`config.mk`:
```
export PLATFORM = sky130hd
export DESIGN_NAME = data_pipe_interconnect_s8_m1_flat
export DESIGN_NICKNAME = d
export VERILOG_FILES = /design/src/rtl/data_pipe_pkg.sv /design/src/rtl/data_inf.sv /design/src/rtl/data_pipe_skid2.sv /design/src/rtl/data_pipe_interconnect_s8_m1.sv /design/src/flat_wrapper.sv
export SDC_FILE = /design/constraint.sdc
export NUM_CORES = 1
export LEC_CHECK = 0
export CAP_MARGIN = 20
export CELL_PAD_IN_SITES_DETAIL_PLACEMENT = 1
export CELL_PAD_IN_SITES_GLOBAL_PLACEMENT = 2
export CORE_MARGIN = 2
export CORE_UTILIZATION = 28
export DETAILED_ROUTE_END_ITERATION = 10
export GPL_ROUTABILITY_DRIVEN = 0
export PLACE_DENSITY = 0.84
export SLEW_MARGIN = 15
export SYNTH_ARGS = -nofsm -noshare
export SYNTH_HDL_FRONTEND = slang
export SYNTH_SLANG_ARGS = --single-unit
```
`constraint.sdc`:
```
create_clock -name clock -period 4.4 [get_ports clock]
set_input_delay 0.88 -clock clock [delete_from_list [all_inputs] [get_ports clock]]
set_output_delay 0.88 -clock clock [all_outputs]
set_load 0.01 [all_outputs]
```
`src/rtl/data_pipe_pkg.sv`:
```
// Shared types and sizes for the data_pipe interconnect family.
package data_pipe_pkg;

  typedef enum logic [1:0] {ARB, XFER} s8m1_state_e;

  localparam int NUM_PORTS = 8;
  localparam int PORT_W    = 3;

endpackage

```
`src/rtl/data_inf.sv`:
```
// Valid/ready stream bundle carrying DSIZE-bit data.
interface data_inf #(parameter int DSIZE = 8) ();

  logic             valid;
  logic [DSIZE-1:0] data;
  logic             ready;

  modport master (output valid, output data, input ready);
  modport slaver (input valid, input data, output ready);

endinterface

```
`src/rtl/data_pipe_skid2.sv`:
```
// Two-entry FIFO that registers the merged stream so the downstream ready
// never reaches an upstream ready combinationally.
module data_pipe_skid2 #(
  parameter int DSIZE = 8
) (
  input  logic             clock,
  input  logic             rst,
  input  logic             push,
  input  logic [DSIZE-1:0] push_data,
  input  logic             pop,
  output logic [1:0]       count,
  output logic [DSIZE-1:0] head
);

  logic [DSIZE-1:0] mem [2];
  logic             wr_ptr;
  logic             rd_ptr;
  logic             do_push;
  logic             do_pop;

  assign do_push = push && (count != 2'd2);
  assign do_pop  = pop && (count != 2'd0);
  assign head    = mem[rd_ptr];

  always_ff @(posedge clock) begin
    if (do_push) mem[wr_ptr] <= push_data;
  end

  always_ff @(posedge clock) begin
    if (rst) begin
      count  <= 2'd0;
      wr_ptr <= 1'b0;
      rd_ptr <= 1'b0;
    end else begin
      if (do_push) wr_ptr <= ~wr_ptr;
      if (do_pop)  rd_ptr <= ~rd_ptr;
      case ({do_push, do_pop})
        2'b10:   count <= count + 2'd1;
        2'b01:   count <= count - 2'd1;
        default: count <= count;
      endcase
    end
  end

endmodule

```
`src/rtl/data_pipe_interconnect_s8_m1.sv`:
```
// 8-to-1 stream merge with held grants (up to HOLD_MAX beats) and a 2-entry output buffer.
// Define DATA_PIPE_S8M1_FIXED_PRIO_EN for fixed priority (s00 highest); default is round-robin.
//
// state | meaning
// ARB   | no grant held; pick a valid source (all upstream ready low)
// XFER  | grant held on curr_path; forward its beats into the buffer
module data_pipe_interconnect_s8_m1 import data_pipe_pkg::*; #(
  parameter int DSIZE    = 8,
  parameter int HOLD_MAX = 16
) (
  input  logic              clock,
  input  logic              rst,
  input  logic              clk_en,
  data_inf.slaver           s00,
  data_inf.slaver           s01,
  data_inf.slaver           s02,
  data_inf.slaver           s03,
  data_inf.slaver           s04,
  data_inf.slaver           s05,
  data_inf.slaver           s06,
  data_inf.slaver           s07,
  data_inf.master           m00,
  output logic [PORT_W-1:0] curr_path,
  output logic              grant_vld
);

  logic [NUM_PORTS-1:0] s_valid;
  logic [NUM_PORTS-1:0] s_ready;
  logic [DSIZE-1:0]     s_data [NUM_PORTS];

  assign s_valid = {s07.valid, s06.valid, s05.valid, s04.valid,
                    s03.valid, s02.valid, s01.valid, s00.valid};
  assign s_data[0] = s00.data;
  assign s_data[1] = s01.data;
  assign s_data[2] = s02.data;
  assign s_data[3] = s03.data;
  assign s_data[4] = s04.data;
  assign s_data[5] = s05.data;
  assign s_data[6] = s06.data;
  assign s_data[7] = s07.data;
  assign s00.ready = s_ready[0];
  assign s01.ready = s_ready[1];
  assign s02.ready = s_ready[2];
  assign s03.ready = s_ready[3];
  assign s04.ready = s_ready[4];
  assign s05.ready = s_ready[5];
  assign s06.ready = s_ready[6];
  assign s07.ready = s_ready[7];

  s8m1_state_e       state, state_d;
  logic [PORT_W-1:0] path_d;
  logic              grant_d;
  logic [7:0]        beat_cnt, beat_d, beat_inc;
  logic              win_found;
  logic [PORT_W-1:0] win_idx;
  logic              push;
  logic              pop;
  logic [1:0]        buf_count;
  logic [DSIZE-1:0]  buf_head;

`ifdef DATA_PIPE_S8M1_FIXED_PRIO_EN
  always_comb begin
    win_found = 1'b0;
    win_idx   = '0;
    for (int i = NUM_PORTS - 1; i >= 0; i--) begin
      if (s_valid[i]) begin
        win_found = 1'b1;
        win_idx   = PORT_W'(i);
      end
    end
  end
`else
  logic [PORT_W-1:0] rr_ptr;
  logic [PORT_W-1:0] cand;

  // Search wraps naturally through the 3-bit index starting at rr_ptr.
  always_comb begin
    win_found = 1'b0;
    win_idx   = '0;
    cand      = '0;
    for (int i = 0; i < NUM_PORTS; i++) begin
      cand = rr_ptr + PORT_W'(i);
      if (!win_found && s_valid[cand]) begin
        win_found = 1'b1;
        win_idx   = cand;
      end
    end
  end

  always_ff @(posedge clock) begin
    if (rst) begin
      rr_ptr <= '0;
    end else if (state == ARB && clk_en && win_found) begin
      rr_ptr <= win_idx + PORT_W'(1);
    end
  end
`endif

  always_comb begin
    state_d  = state;
    path_d   = curr_path;
    grant_d  = grant_vld;
    beat_d   = beat_cnt;
    beat_inc = beat_cnt + 8'd1;
    s_ready  = '0;
    push     = 1'b0;
    case (state)
      ARB: begin
        if (clk_en && win_found) begin
          state_d = XFER;
          path_d  = win_idx;
          grant_d = 1'b1;
          beat_d  = '0;
        end
      end
      XFER: begin
        s_ready[curr_path] = clk_en && (buf_count != 2'd2);
        if (clk_en) begin
          if (!s_valid[curr_path]) begin
            state_d = ARB;
            grant_d = 1'b0;
          end else if (buf_count != 2'd2) begin
            push   = 1'b1;
            beat_d = beat_inc;
            if (beat_inc == 8'(HOLD_MAX)) begin
              state_d = ARB;
              grant_d = 1'b0;
            end
          end
        end
      end
      default: begin
        state_d = ARB;
        grant_d = 1'b0;
      end
    endcase
  end

  always_ff @(posedge clock) begin
    if (rst) begin
      state     <= ARB;
      curr_path <= '0;
      grant_vld <= 1'b0;
      beat_cnt  <= '0;
    end else begin
      state     <= state_d;
      curr_path <= path_d;
      grant_vld <= grant_d;
      beat_cnt  <= beat_d;
    end
  end

  assign m00.valid = clk_en && (buf_count != 2'd0);
  assign m00.data  = buf_head;
  assign pop       = m00.valid && m00.ready;

  data_pipe_skid2 #(.DSIZE(DSIZE)) u_skid (
    .clock     (clock),
    .rst       (rst),
    .push      (push),
    .push_data (s_data[curr_path]),
    .pop       (pop),
    .count     (buf_count),
    .head      (buf_head)
  );

endmodule

```
`src/flat_wrapper.sv`:
```
// flat-port wrapper written by rule: the top's interface ports become plain ports
module data_pipe_interconnect_s8_m1_flat import data_pipe_pkg::*;
#(
  parameter int DSIZE    = 8,
  parameter int HOLD_MAX = 16
)
  (clock, rst, clk_en, curr_path, grant_vld, s00_valid, s00_data, s00_ready, s01_valid, s01_data, s01_ready, s02_valid, s02_data, s02_ready, s03_valid, s03_data, s03_ready, s04_valid, s04_data, s04_ready, s05_valid, s05_data, s05_ready, s06_valid, s06_data, s06_ready, s07_valid, s07_data, s07_ready, m00_valid, m00_data, m00_ready);
  data_inf #(.DSIZE(DSIZE)) s00_i ();
  data_inf #(.DSIZE(DSIZE)) s01_i ();
  data_inf #(.DSIZE(DSIZE)) s02_i ();
  data_inf #(.DSIZE(DSIZE)) s03_i ();
  data_inf #(.DSIZE(DSIZE)) s04_i ();
  data_inf #(.DSIZE(DSIZE)) s05_i ();
  data_inf #(.DSIZE(DSIZE)) s06_i ();
  data_inf #(.DSIZE(DSIZE)) s07_i ();
  data_inf #(.DSIZE(DSIZE)) m00_i ();
  input  logic clock;
  input  logic rst;
  input  logic clk_en;
  output logic [PORT_W-1:0] curr_path;
  output logic grant_vld;
  input wire logic [$bits(s00_i.valid)-1:0] s00_valid;
  input wire logic [$bits(s00_i.data)-1:0] s00_data;
  output wire logic [$bits(s00_i.ready)-1:0] s00_ready;
  input wire logic [$bits(s01_i.valid)-1:0] s01_valid;
  input wire logic [$bits(s01_i.data)-1:0] s01_data;
  output wire logic [$bits(s01_i.ready)-1:0] s01_ready;
  input wire logic [$bits(s02_i.valid)-1:0] s02_valid;
  input wire logic [$bits(s02_i.data)-1:0] s02_data;
  output wire logic [$bits(s02_i.ready)-1:0] s02_ready;
  input wire logic [$bits(s03_i.valid)-1:0] s03_valid;
  input wire logic [$bits(s03_i.data)-1:0] s03_data;
  output wire logic [$bits(s03_i.ready)-1:0] s03_ready;
  input wire logic [$bits(s04_i.valid)-1:0] s04_valid;
  input wire logic [$bits(s04_i.data)-1:0] s04_data;
  output wire logic [$bits(s04_i.ready)-1:0] s04_ready;
  input wire logic [$bits(s05_i.valid)-1:0] s05_valid;
  input wire logic [$bits(s05_i.data)-1:0] s05_data;
  output wire logic [$bits(s05_i.ready)-1:0] s05_ready;
  input wire logic [$bits(s06_i.valid)-1:0] s06_valid;
  input wire logic [$bits(s06_i.data)-1:0] s06_data;
  output wire logic [$bits(s06_i.ready)-1:0] s06_ready;
  input wire logic [$bits(s07_i.valid)-1:0] s07_valid;
  input wire logic [$bits(s07_i.data)-1:0] s07_data;
  output wire logic [$bits(s07_i.ready)-1:0] s07_ready;
  output wire logic [$bits(m00_i.valid)-1:0] m00_valid;
  output wire logic [$bits(m00_i.data)-1:0] m00_data;
  input wire logic [$bits(m00_i.ready)-1:0] m00_ready;
  assign s00_i.valid = s00_valid;
  assign s00_i.data = s00_data;
  assign s00_ready = s00_i.ready;
  assign s01_i.valid = s01_valid;
  assign s01_i.data = s01_data;
  assign s01_ready = s01_i.ready;
  assign s02_i.valid = s02_valid;
  assign s02_i.data = s02_data;
  assign s02_ready = s02_i.ready;
  assign s03_i.valid = s03_valid;
  assign s03_i.data = s03_data;
  assign s03_ready = s03_i.ready;
  assign s04_i.valid = s04_valid;
  assign s04_i.data = s04_data;
  assign s04_ready = s04_i.ready;
  assign s05_i.valid = s05_valid;
  assign s05_i.data = s05_data;
  assign s05_ready = s05_i.ready;
  assign s06_i.valid = s06_valid;
  assign s06_i.data = s06_data;
  assign s06_ready = s06_i.ready;
  assign s07_i.valid = s07_valid;
  assign s07_i.data = s07_data;
  assign s07_ready = s07_i.ready;
  assign m00_valid = m00_i.valid;
  assign m00_data = m00_i.data;
  assign m00_i.ready = m00_ready;
  data_pipe_interconnect_s8_m1 #(.DSIZE(DSIZE), .HOLD_MAX(HOLD_MAX)) u_core (.clock(clock), .rst(rst), .clk_en(clk_en), .s00(s00_i), .s01(s01_i), .s02(s02_i), .s03(s03_i), .s04(s04_i), .s05(s05_i), .s06(s06_i), .s07(s07_i), .m00(m00_i), .curr_path(curr_path), .grant_vld(grant_vld));
endmodule
```
## Word level (Yosys, flattened, before mapping)

Memories as Yosys holds them, arrays and structs flattened. A register that Yosys moved wholly into a read port is not among the register bits.
Cells that the tools add are included.

- Memory bits (read-only): 0
- Bits in writable memories: 16
- Logic and storage cells: 142
- Bits in latches: 0
- Memories: 1
- Output and inout bits: 21
- Register bits: 21

Memories:

| memory | depth | bits a word | read ports | clocked after Yosys merged registers in | wr ports | RTL line | source |
|---|---|---|---|---|---|---|---|
| u_core.u_skid.mem | 2 | 8 | 1 | 1 | 1 | data_pipe_skid2.sv:15 | `logic [DSIZE-1:0] mem [2];` |

- Multipliers: 0
- $add $sub $neg: 11
- Mux-type cells: 66
- Divide/modulo/power cells: 0
- Bitwise operators: 4
- Reductions and logical operators: 30
- Shift operators: 0
- Eq/ne operators: 11
- Order comparisons: 11

Operator list:

| kind | count |
|---|---|
| 8-bit 2-to-1 mux | 7 |
| 3-bit by 4-bit less-than comparator with 1-bit output (second input constant) | 9 |
| 1-bit 2-to-1 mux | 31 |
| 1-bit binary-select mux with 3-bit select | 9 |
| 8-bit binary-select mux with 3-bit select | 1 |
| 3-bit 2-to-1 mux | 8 |
| 1-bit logical AND | 16 |
| 8-bit one-hot mux with 2 select lines | 1 |
| 3-bit adder (second input constant) | 4 |
| 2-bit 2-to-1 mux | 5 |
| 8-bit by 1-bit adder with 8-bit output (second input constant) | 1 |
| 8-bit bitwise AND | 1 |
| 8-bit by 5-bit == test with 1-bit output (second input constant) | 1 |
| 2-bit one-hot mux with 2 select lines | 2 |
| 1-bit logical NOT | 7 |
| 3-bit by 1-bit adder with 3-bit output (second input constant) | 2 |
| 3-bit by 2-bit adder with 3-bit output (second input constant) | 2 |
| 2-bit != test (second input constant) | 3 |
| 2-bit nonzero test | 3 |
| 5-bit AND reduction | 1 |
| 2-bit by 1-bit == test with 1-bit output (second input constant) | 2 |
| 4-bit greater-or-equal comparator (second input constant) | 1 |
| 2-bit by 1-bit != test with 1-bit output (second input constant) | 2 |
| 3-bit inverter with 4-bit output | 1 |
| 12 further kinds | 13 |

## Depth between registers and ports, before layout

- Word-level depth: 27
- Mapped depth: 15

## Hierarchy

From an unflattened synthesis, not the netlist that was laid out.

- Cell total of the unflattened synthesis: 282
- Area, all modules: 3021.6 µm²

By module, submodules not included:

| module | area each (µm²) | times used | seq. area each (µm²) | cells each |
|---|---|---|---|---|
| data_pipe_interconnect_s8_m1 | 2233.4 | 1 | 300.3 | 233 |
| data_pipe_skid2 | 788.3 | 1 | 580.6 | 49 |

## Least setup slack after synthesis

OpenSTA, ideal clock, no wires.

- Path kind: register -> register
- Start point: register u_core.rr_ptr[0]
- End point: register u_core.rr_ptr[2]
- Arrival time: 3.209 ns
- Period minus slack after synthesis: 3.321 ns
- Slack: 1.079 ns
- Path buffers: 3
- Stages on the path, launching flop included: 16
- Cells stage by stage: dfxtp_1 > buf_6 > buf_6 > inv_1 > ha_1 > buf_6 > mux2i_1 > mux4_2 > a22oi_2 > nor2_1 > a221oi_1 > nor2_1 > ha_1 > nand2_1 > a2111oi_0 > a2111oi_1

- Cells in the longest elaborated chain, start to end: 25
- Elaborated cells on any way between the ends: 55
- Classes of those cells: add/sub (8); mux (32); reduce/logical (15)

Ends and longest elaborated chain:

| element | RTL line | source |
|---|---|---|
| start, declared | data_pipe_interconnect_s8_m1.sv:73 | `logic [PORT_W-1:0] rr_ptr;` |
| start signal, assigned | data_pipe_interconnect_s8_m1.sv:94 | `rr_ptr <= win_idx + PORT_W'(1);` |
| branches (longest 23 deep; another with 3-bit by 1-bit adder with 3-bit output) | n/a |  |
| 3-bit 2-to-1 mux * | data_pipe_interconnect_s8_m1.sv:83 | `if (!win_found && s_valid[cand]) begin` |
| via u_core.win_idx[0] | data_pipe_interconnect_s8_m1.sv:55 | `logic [PORT_W-1:0] win_idx;` |
| 3-bit by 1-bit adder with 3-bit output * | data_pipe_interconnect_s8_m1.sv:94 |  |

Mark *: on every way through the listed nets, which the timed path passes. The select of a mux whose other input is x is not followed.
A chain may end at the register's enable or synchronous reset.

## Final worst setup path

- Start point: input port s06_valid
- End point: register u_core.rr_ptr[2]

- Cells in the longest elaborated chain, start to end: 25
- Elaborated cells on any way between the ends: 48
- Classes of those cells: add/sub (1); mux (32); reduce/logical (15)

Ends and longest elaborated chain:

| element | RTL line | source |
|---|---|---|
| start, declared | flat_wrapper.sv:40 | `input wire logic [$bits(s06_i.valid)-1:0] s06_valid;` |
| 1-bit binary-select mux with 3-bit select | data_pipe_interconnect_s8_m1.sv:83 |  |
| 1-bit 2-to-1 mux (not written as such) | data_pipe_interconnect_s8_m1.sv:83 |  |
| 1-bit 2-to-1 mux | data_pipe_interconnect_s8_m1.sv:83 |  |
| 1-bit logical NOT | data_pipe_interconnect_s8_m1.sv:83 |  |
| 1-bit logical AND | data_pipe_interconnect_s8_m1.sv:83 |  |
| 1-bit 2-to-1 mux | data_pipe_interconnect_s8_m1.sv:83 |  |
| 1-bit logical NOT | data_pipe_interconnect_s8_m1.sv:83 |  |
| 1-bit logical AND | data_pipe_interconnect_s8_m1.sv:83 |  |
| [... 10 more ...] | n/a |  |
| 1-bit logical NOT | data_pipe_interconnect_s8_m1.sv:83 |  |
| 1-bit logical AND | data_pipe_interconnect_s8_m1.sv:83 |  |
| 1-bit 2-to-1 mux | data_pipe_interconnect_s8_m1.sv:83 |  |
| 1-bit logical NOT | data_pipe_interconnect_s8_m1.sv:83 |  |
| 1-bit logical AND | data_pipe_interconnect_s8_m1.sv:83 |  |
| 3-bit 2-to-1 mux * | data_pipe_interconnect_s8_m1.sv:83 |  |
| via u_core.win_idx[0] | data_pipe_interconnect_s8_m1.sv:55 |  |
| 3-bit by 1-bit adder with 3-bit output * | data_pipe_interconnect_s8_m1.sv:94 |  |

The timed path passes the listed nets; every way through them passes the cells marked *. The select of a mux whose other input is x is not followed.

==> out/results.ini <==
[power_and_ir_drop]
power.density_nw_per_um2=370.7
p_sw_share_pct=40.15
pwr-share-seq_pct=27.3
leakage_uw=0.001441
switchingPower_uw=623.9
pwr-share-clk_pct=14.8
combPwrFrac_pct=57.9
intPower_uw=930.0
p_total_uw=1554
max-vdd-ir-drop_uv=176.0

[placement]
place_inst=524
portBuffers=96
dp_hpwl_mm=7.602
pre_cts_ws_ns=0.3131

[route]
drt-initial-drc-count=123
drcViolationCount=0
vias_per_cell=5.164
num_vias=2747
detail_route.wirelength_mm=9.564
ant_nets=0
dr.pass1.iters=4
wire_per_inst_um=17.98

[synthesis]
syn_avg_cell_area_um2=10.01
synthArstFlopShare_pct=0
synth_xor_area_share_pct=2.340
ys_ff_latch=36
synth_edf_count=16
synth_top_family_by_area=multiplexers
syn_inst=299
synth_cell_types=58
syn_area_um2=2994
syn-num-nets=381
synth_adder_area_share_pct=2.507
yosys_warnings=0
synth_flop_cell=dfxtp_1
synth_compound_area_share_pct=12.79
synthMuxAreaShare_pct=29.71
seq_area_frac_synth_pct=29.42
synth_simple_gate_area_share_pct=19.14

[worst_setup_path]
worstPathArrival_ns=3.94
cp_top_family=simple AND/OR/NAND/NOR gates
crit_buf_inv=1
max_stage_delay_ns=0.56
cpMostUsedCell=nor3_1
path_class=input port to flop
crit_chain=clkdlybuf4s50_1 > mux4_2 > mux2i_2 > nand3_1 > nor4b_1 > nor3_1 > nor2_1 > ha_1 > nor3_1 > a32o_1 > a2111oi_1
cp_slowest_cell=mux4_2
startpoint=s06_valid
worstSetupEndpointType=flop
worstPathMaxFanout=6
startpoint_type=input port
timing.rr.start=u_core.rr_ptr[1]
critical_path_required_ns=4.57

[clock_tree]
tritoncts=yes
numCtsBuffers=5
cts_setup_buffers=0
clockBufferDepth=2
root_buffer=clkbuf_8
worstSkewPairLatency_ns=0.28
cts.sinks=36
cts_resized=0
hold_buffers=0
clk_pin_slew_ns=0.08
h-tree-depth=2

[global_route]
grt_max_degree=21
grt_pass1_wl_mm=15.36
grt_overflow_total=0
grt_pass1_vias=2928
antenna_found_initial=0
track_usage_pct=16.77

[die]
die_h_um=107.4
die-area_um2=11540
pin_count=97
die_w_um=107.4
coreArea_um2=10370
initial_core_util_pct=28.87
rows=37

[run]
max-cap-violations=0

[timing]
tightest_slew_ns=0.8021
setup_viol=0
period_share_pct=85.89
slew_viol_final=0
rsz0062_at_grt=no
fin_ws_ns=0.6209
fin_crit_ns=3.779
relSlewSlack_pct=46.36
fmax_mhz=264.6
clock_skew_ns=0.01717
finalHoldViolCount=0
fin_setup_tns_ns=0

[final_layout]
n_antenna_cell=0
nNetsFinal=477
stdcell_count=532
final_common_cell=clkdlybuf4s50_1
layout-drive-gt1-share_pct=16.16
final_core_util_pct=40.42
area_growth_pct=39.99
nFillCells=1199
final_cell_mix=clkdlybuf4s50_1, nand2_1, nor2_1

[worst_hold_path]
min_from=u_core.u_skid.rd_ptr
hp-class=flop to flop

[run_status]
outcome=completed

-- final timing paths --
path | end | slack, ns | cells after the start
worst min register to register | flop | 0.52 | 2
worst min-delay path | flop | 0.52 | 2
worst max-delay path | u_core.rr_ptr[2] | 0.62 | 11
worst max register to register | u_core.rr_ptr[2] | 0.76 | 12
-- sequential cells by signal, summed over array words and instances, names as in the netlist, named ones only --
name,flops
u_core.u_skid.wr_ptr,1
u_core.grant_vld,1
u_core.beat_cnt,8
u_core.u_skid.rd_ptr,1
u_core.rr_ptr,3
u_core.u_skid.mem,16
u_core.u_skid.count,2
u_core.curr_path,3
-- worst reg2reg max path, cell delays in order (launching register included) --
cell and delay (ns):
dfxtp_1 0.36, inv_1 0.05, ha_1 0.63, mux2i_1 0.19
mux4_2 0.55, a22oi_2 0.40, nor2_1 0.14, a221oi_1 0.31
nor2_1 0.13, ha_1 0.25, nand2_1 0.06, a2111oi_0 0.06
a2111oi_1 0.39
-- area by class of cell --
| cell class | instances | area [um^2] | area share, % |
|---|---|---|---|
| Tap cell | 136 | 170.2 | 4.060 |
| Clock inverter | 3 | 18.77 | 0.4478 |
| Timing Repair Buffer | 104 | 1021 | 24.36 |
| Clock buffer | 5 | 68.82 | 1.642 |
| Sequential cell | 36 | 880.8 | 21.01 |
| Inverter | 11 | 41.29 | 0.9851 |
| Multi-Input combinational cell | 237 | 1991 | 47.49 |
-- power groups by stage --
stage | registers (uW) | clock network, uW | logic [uW]
2_1_floorplan | 415 | 0 | 644
3_3_place_gp | 430 | 0 | 887
3_5_place_dp | 431 | 0 | 900
4_1_cts | 423 | 238 | 906
5_1_grt | 428 | 248 | 983
6_report | 424 | 230 | 900
-- layer usage --
metal	share of wire, %	track usage (%)
met1	44	20.82
met2	48	29.66
met3	8.1	4.479
met4	0.53	2.656
met5	0	0
-- kinds of logic (layout without fill, tap and decap cells) --
group / after synthesis / count (layout)
mux: 49 / 49
simple gates: 122 / 122
xor+xnor: 8 / 8
buf+inv: 26 / 123
compound gates: 52 / 52
fa+ha+maj: 6 / 6
flops: 36 / 36
-- cell usage after synthesis, drive strengths merged, types with 2 or more instances --
cell | count | area, um^2
a2111oi | 2 | 18.77
a211oi | 2 | 15.01
a21oi | 13 | 65.06
a22oi | 3 | 27.52
a2bb2oi | 2 | 17.52
a31oi | 3 | 18.77
a32o | 2 | 20.02
and2 | 3 | 21.27
and3 | 2 | 12.51
buf | 6 | 47.54
clkbuf | 9 | 33.78
clkinv | 2 | 7.510
dfxtp | 20 | 400.4
edfxtp | 16 | 480.5
ha | 6 | 75.07
inv | 9 | 33.78
mux2 | 10 | 116.4
mux2i | 11 | 138.9
mux4 | 28 | 634.4
nand2 | 48 | 180.2
nand2b | 9 | 56.30
nand3 | 8 | 40.04
nand3b | 2 | 15.01
nor2 | 34 | 130.1
nor3 | 5 | 25.02
nor4 | 2 | 18.77
nor4b | 3 | 26.28
o21a | 2 | 15.01
o21ai | 12 | 60.05
o221ai | 2 | 23.77
or3 | 3 | 18.77
xnor2 | 6 | 52.55
xor2 | 2 | 17.52
-- metrics by stage --
stage                     hold slack [ns]  instance area (um^2)
after floorplan                    0.4718                  2994
after global placement             0.4861                  4104
after detailed placement           0.5095                  4104
after CTS                          0.5296                  4192
after global routing               0.5745                  4192
final                              0.5208                  4192
Power figures use the tool's default switching activity.
